==> src/rtl/mem_arbiter_pkg.sv <==
// Shared definitions for the RAM-engine arbiter: byte-count encodings,
// FSM state encoding and the memory-mapped I/O address window.
// No logic; constants, types and one address-decode helper only.
package mem_arbiter_pkg;

    // Engine byte-count encodings (one-hot, LSB-aligned transfers)
    localparam logic [2:0] WIDTH_BYTE = 3'b001;
    localparam logic [2:0] WIDTH_HALF = 3'b010;
    localparam logic [2:0] WIDTH_WORD = 3'b100;

    // addr[17:16] value that selects the memory-mapped I/O region
    localparam logic [1:0] IO_ADDR_HI = 2'b11;

    // Default number of back-to-back data grants tolerated while a fetch waits
    localparam int STARVE_LIMIT_DEF = 8;

    typedef enum logic [1:0] {
        ST_IDLE   = 2'd0,
        ST_BUSY_D = 2'd1,
        ST_BUSY_I = 2'd2,
        ST_GAP    = 2'd3
    } arb_state_t;

    function automatic logic is_io_addr(input logic [31:0] addr, input logic [1:0] hi);
        return (addr[17:16] == hi);
    endfunction

endpackage

==> src/rtl/mem_arbiter.sv <==
// Purpose : single-outstanding request/grant arbiter between the data port,
//           the fetch port and the byte-serial RAM engine.
// Latency : req in IDLE at N -> gnt + eng_req at N+1; eng_done at M -> done at M+1.
// Backpr. : requesters hold req until gnt; req is ignored while a transaction
//           is in flight; the engine handshake is level req / pulse done.
//
// Ports
//   clk_in, rst_in (async, active-high)
//   jump_or_not_in         branch flush, squashes fetch results
//   io_buffer_full_in      UART buffer full (used only with MEM_ARB_IO_STALL_EN)
//   d_*                    data port: req/wr/width/addr/wdata in, gnt/done/rdata out
//   i_*                    fetch port: req/addr in, gnt/done/rdata out
//   eng_*                  engine: req/wr/width/addr/wdata out, done/rdata in
//
// Build option
//   MEM_ARB_IO_STALL_EN : when defined, data writes into the I/O window are held
//                         off while io_buffer_full_in is high; otherwise that
//                         input is ignored.
module mem_arbiter #(
    parameter int         STARVE_LIMIT = mem_arbiter_pkg::STARVE_LIMIT_DEF,
    parameter logic [1:0] IO_ADDR_HI   = mem_arbiter_pkg::IO_ADDR_HI
) (
    input  logic        clk_in,
    input  logic        rst_in,
    input  logic        jump_or_not_in,
    input  logic        io_buffer_full_in,
    input  logic        d_req_in,
    input  logic        d_wr_in,
    input  logic [2:0]  d_width_in,
    input  logic [31:0] d_addr_in,
    input  logic [31:0] d_wdata_in,
    output logic        d_gnt_out,
    output logic        d_done_out,
    output logic [31:0] d_rdata_out,
    input  logic        i_req_in,
    input  logic [31:0] i_addr_in,
    output logic        i_gnt_out,
    output logic        i_done_out,
    output logic [31:0] i_rdata_out,
    output logic        eng_req_out,
    output logic        eng_wr_out,
    output logic [2:0]  eng_width_out,
    output logic [31:0] eng_addr_out,
    output logic [31:0] eng_wdata_out,
    input  logic        eng_done_in,
    input  logic [31:0] eng_rdata_in
);
    import mem_arbiter_pkg::*;

    localparam int             CNT_W = $clog2(STARVE_LIMIT + 1);
    localparam logic [CNT_W-1:0] LIMIT = CNT_W'(STARVE_LIMIT);

    arb_state_t       state_q, state_d;
    logic [CNT_W-1:0] starve_q, starve_d;
    logic             squash_q, squash_d;

    logic        d_gnt_d, d_done_d, i_gnt_d, i_done_d;
    logic [31:0] d_rdata_d, i_rdata_d;
    logic        eng_req_d, eng_wr_d;
    logic [2:0]  eng_width_d;
    logic [31:0] eng_addr_d, eng_wdata_d;

    logic d_elig, i_elig, pick_d, pick_i, fetch_killed;

    // Data eligibility: optionally hold off I/O writes while the UART is full.
`ifdef MEM_ARB_IO_STALL_EN
    assign d_elig = d_req_in &&
                    !(d_wr_in && is_io_addr(d_addr_in, IO_ADDR_HI) && io_buffer_full_in);
`else
    logic unused_io;
    assign unused_io = io_buffer_full_in ^ (^IO_ADDR_HI);
    assign d_elig    = d_req_in;
`endif

    assign i_elig = i_req_in && !jump_or_not_in;

    // Data has priority until the starvation budget is spent; at the limit a
    // waiting fetch takes the slot, but data still goes if no fetch can.
    assign pick_d = d_elig && ((starve_q < LIMIT) || !i_elig);
    assign pick_i = !pick_d && i_elig;

    // A flush arriving together with the engine's done still kills the result.
    assign fetch_killed = squash_q || jump_or_not_in;

    always_comb begin
        state_d     = state_q;
        starve_d    = starve_q;
        squash_d    = squash_q;
        d_gnt_d     = 1'b0;
        d_done_d    = 1'b0;
        i_gnt_d     = 1'b0;
        i_done_d    = 1'b0;
        d_rdata_d   = d_rdata_out;
        i_rdata_d   = i_rdata_out;
        eng_req_d   = eng_req_out;
        eng_wr_d    = eng_wr_out;
        eng_width_d = eng_width_out;
        eng_addr_d  = eng_addr_out;
        eng_wdata_d = eng_wdata_out;

        case (state_q)
            ST_IDLE: begin
                if (!i_req_in) begin
                    starve_d = '0;
                end
                if (pick_d) begin
                    d_gnt_d     = 1'b1;
                    eng_req_d   = 1'b1;
                    eng_wr_d    = d_wr_in;
                    eng_width_d = d_width_in;
                    eng_addr_d  = d_addr_in;
                    eng_wdata_d = d_wdata_in;
                    state_d     = ST_BUSY_D;
                    if (i_req_in && (starve_q != LIMIT)) begin
                        starve_d = starve_q + CNT_W'(1);
                    end
                end else if (pick_i) begin
                    i_gnt_d     = 1'b1;
                    eng_req_d   = 1'b1;
                    eng_wr_d    = 1'b0;
                    eng_width_d = WIDTH_WORD;
                    eng_addr_d  = i_addr_in;
                    eng_wdata_d = '0;
                    starve_d    = '0;
                    squash_d    = 1'b0;
                    state_d     = ST_BUSY_I;
                end
            end

            ST_BUSY_D: begin
                if (eng_done_in) begin
                    eng_req_d = 1'b0;
                    d_done_d  = 1'b1;
                    d_rdata_d = eng_rdata_in;
                    // Writes take one dead cycle for RAM write-to-read turnaround.
                    state_d   = eng_wr_out ? ST_GAP : ST_IDLE;
                end
            end

            ST_BUSY_I: begin
                if (jump_or_not_in) begin
                    squash_d = 1'b1;
                end
                if (eng_done_in) begin
                    eng_req_d = 1'b0;
                    if (!fetch_killed) begin
                        i_done_d  = 1'b1;
                        i_rdata_d = eng_rdata_in;
                    end
                    squash_d = 1'b0;
                    state_d  = ST_IDLE;
                end
            end

            ST_GAP: begin
                state_d = ST_IDLE;
            end

            default: begin
                state_d = ST_IDLE;
            end
        endcase
    end

    always_ff @(posedge clk_in or posedge rst_in) begin
        if (rst_in) begin
            state_q       <= ST_IDLE;
            starve_q      <= '0;
            squash_q      <= 1'b0;
            d_gnt_out     <= 1'b0;
            d_done_out    <= 1'b0;
            d_rdata_out   <= '0;
            i_gnt_out     <= 1'b0;
            i_done_out    <= 1'b0;
            i_rdata_out   <= '0;
            eng_req_out   <= 1'b0;
            eng_wr_out    <= 1'b0;
            eng_width_out <= '0;
            eng_addr_out  <= '0;
            eng_wdata_out <= '0;
        end else begin
            state_q       <= state_d;
            starve_q      <= starve_d;
            squash_q      <= squash_d;
            d_gnt_out     <= d_gnt_d;
            d_done_out    <= d_done_d;
            d_rdata_out   <= d_rdata_d;
            i_gnt_out     <= i_gnt_d;
            i_done_out    <= i_done_d;
            i_rdata_out   <= i_rdata_d;
            eng_req_out   <= eng_req_d;
            eng_wr_out    <= eng_wr_d;
            eng_width_out <= eng_width_d;
            eng_addr_out  <= eng_addr_d;
            eng_wdata_out <= eng_wdata_d;
        end
    end

endmodule

==> config.mk <==
export PLATFORM = sky130hd
export DESIGN_NAME = mem_arbiter
export DESIGN_NICKNAME = d
export VERILOG_FILES = /design/src/rtl/mem_arbiter_pkg.sv /design/src/rtl/mem_arbiter.sv
export SDC_FILE = /design/constraint.sdc
export NUM_CORES = 1
export LEC_CHECK = 0
export BUFFER_PORTS_ARGS = -buffer_cell sky130_fd_sc_hd__clkbuf_2
export CAP_MARGIN = 25
export CORE_MARGIN = 4
export CORE_UTILIZATION = 46
export DETAILED_ROUTE_END_ITERATION = 6
export GPL_TIMING_DRIVEN = 0
export PLACE_DENSITY = 0.83
export SETUP_SLACK_MARGIN = 0.05
export SLEW_MARGIN = 20
export SYNTH_ARGS = -nofsm -noshare
export SYNTH_HDL_FRONTEND = slang
export SYNTH_SLANG_ARGS = --single-unit
==> constraint.sdc <==
create_clock -name clk_in -period 4.8 [get_ports clk_in]
set_clock_uncertainty 0.1 [all_clocks]
set_input_delay 0 -clock clk_in [delete_from_list [all_inputs] [get_ports clk_in]]
set_output_delay 0 -clock clk_in [all_outputs]
set_load 0.03 [all_outputs]
==> run metrics <==
status=complete, no violations; Synth cell types=41; fin nets=1,002; total power=0.00650 W; pin count of the biggest net entering global routing=110; clk buf depth=2; via/cell ratio=5.15; Worst-Skew Late Latency=0.41 ns; peak supply drop=417 uV; Crit Path Max Fanout=10; Synth top area share=0.618; area taken by multi-input logic gates=2030 sq um; Clock Pin Slew Worst Setup and Hold Paths=0.06 ns; Pre-Repair DR Iteration Count=4; Worst EP arrival=2.51 ns; core footprint=12,200 sq um; drc violations=0; crit start category=register; CTS Hold Bufs=137; maximum clock rate=429 MHz; Antenna Violating Nets Remaining=0; Main synth FF type=dfrtp_1; final cycle utilization of the critical path=0.486; CP startpoint=state_q[0]; clock sink total=144; WL per Instance=19.9 um; ys async rst share=1.00; crit path time final=2.33 ns; hold crit path type=input pin to asynchronous set/reset pin; Filler cells=728; Mapped Area=5830 sq um; worst endpoint required time=4.98 ns; Final TNS setup=0 ns; Post-CTS Setup Inserts=0; P_leak=4.85 nW; final setup vio count=0; critical path endpoint=i_rdata_out[2]; share of layout cells above drive strength 1=0.423; vias in the first global route=6,188; Synth area leaders=dfrtp_1 (62%), mux2_2 (6.8%), mux2i_1 (5.8%), mux2_1 (5.6%), a22o_1 (5.4%); number of synthesized flops with an enable pin=0; H-tree lvl count=4; Total GRT Usage=0.287; FP Rows=40; # port buffers=273; global route total overflow=0; initial antenna violation count=0; final hold viol count=0; Reg2Reg Depth=6; Die H=121 um; actual slew at the worst max-slew pin=0.531 ns; top-level I/O count=276; CTS Buf Count=17; DR vias=5,354; post-synth top area cell=dfrtp_1; die area=14,500 sq um; CTS tree=built; initial core utilization=0.477; mean post-synth cell area=13.7 sq um; post-DP HPWL=12,200 um; Seq/Total Area, Yosys=0.618; Setup crit end kind=register; Synth Instances=426; first-pass GRT wire length=32,500 um; RR Startpoint=state_q[0]; Max Cap Viol=0; RSZ-0062 raised after global routing=no; Worst slew margin=0.646; syn_nets=572; register area=3600 sq um; Crit Path Class=register to register; routability congestion estimate=0.846; chip width=121 um; Slew Viols, Final=0; internal reg-to-reg setup slack=2.47 ns; Total Wirelength=20,700 um; starting DRC count in detailed routing=327; yosys warns=0; post-CTS resize count=0; clock root cell=clkbuf_16; Syn-to-layout area delta=62.0%; FF-to-FF End=i_rdata_out[2]; PD cells=688 nW/um^2; Yosys reg bits=144
how the worst min path moves through the flow:
stage | startpoint | end | cells after the start
final | rst_in | eng_wdata_out[15] | 3
after global routing | rst_in | eng_wdata_out[15] | 3
after CTS | rst_in | eng_wdata_out[22] | 3
after detailed placement | rst_in | eng_wdata_out[22] | 2
after global placement | d_wdata_in[9] | eng_wdata_out[9] | 2
after floorplan | d_wr_in | eng_wr_out | 1
flip-flops by register name, summed over array words and instances, names as in the netlist:
signal and cells:
eng_addr_out 32, starve_q 4, eng_wr_out 1, i_done_out 1
d_gnt_out 1, eng_width_out 3, state_q 2, i_rdata_out 32
i_gnt_out 1, squash_q 1, d_done_out 1, eng_req_out 1
d_rdata_out 32, eng_wdata_out 32
area by class of cell:
| cell class | instances | share of cell area |
|---|---|---|
| repair buffers | 411 | 0.293 |
| multi-input cells | 247 | 0.215 |
| clock buffers | 23 | 0.0527 |
| well taps | 168 | 0.0223 |
| plain buffers | 27 | 0.0179 |
| clock inverters | 8 | 0.0134 |
| inverters | 8 | 0.00397 |
| flip-flops and latches | 144 | 0.382 |
| diodes | 3 | 0.000795 |
Yosys cell counts (2+ instances only):
master	number
ha_1	7
nor2_1	2
a22o_1	36
nand3_1	2
mux2i_1	34
nand2_1	36
buf_6	6
buf_2	15
clkbuf_1	5
mux2_2	35
and3_1	2
inv_1	8
dfrtp_1	144
nand4_1	2
o21ai_1	33
o21ai_0	5
a21oi_1	2
mux2_1	29
layout by cell type (no fill, tap or decap), types with 2 or more instances in the layout:
cell           count
a21oi_1            2
a22o_1            36
and3_1             2
buf_2             15
buf_6              6
bufinv_16          3
clkbuf_1           6
clkbuf_16         17
clkbuf_2         273
clkbuf_8           5
clkinvlp_4         3
dfrtp_1          144
diode_2            3
dlygate4sd3_1    137
ha_1               7
inv_1              7
mux2_1            29
mux2_2            35
mux2i_1           34
nand2_1           36
nand3_1            2
nand4_1            2
nor2_1             2
o21ai_0            5
o21ai_1           33
per-layer routing:
metal	vias up	GRT usage	wire length, um	part of all wire
met5	-	0	0	0
met4	0	0.128	674	0.033
met3	55	0.0870	1710	0.083
met2	285	0.505	10700	0.52
met1	2628	0.319	7640	0.37
li1	2386	-	-	-
metrics by stage:
stage	util	instances	setup slack [ns]	cell area, sq um	hold WS (ns)
6_report	0.773	1039	2.47	9450	0.0547
5_1_grt	0.773	1036	2.40	9440	0.0826
4_1_cts	0.773	1036	2.49	9440	0.00773
3_5_place_dp	0.609	868	2.51	7440	-0.111
3_3_place_gp	0.607	867	-0.363	7410	0.118
2_1_floorplan	-	426	0.834	5830	0.0325
critical path: stages (launching register included):
cell	delay (ns)
dfrtp_1	0.40
inv_1	0.14
ha_1	0.24
nor4bb_1	0.38
buf_2	0.26
buf_2	0.31
mux2_1	0.37
power by group:
part           switching (W)  internal (W)  leakage [nW]
sequential          0.000364       0.00179          1.79
clock               0.000491      0.000886         0.298
combinational        0.00199      0.000974          2.76
total                0.00285       0.00365          4.85
cells by family (layout without fill, tap and decap cells):
kind of cell	count (synthesis)	in the layout	share of synthesized area
muxes	98	98	0.182
xor gates and xnor gates	1	1	0.00150
adders and majority gates	7	7	0.0150
other	0	3	0
and+or+nand+nor	55	55	0.0474
DFF	144	144	0.618
AOI/OAI and AO/OA	86	86	0.102
buffers and inverters	35	477	0.0341
(Power assumes the default switching activity.)
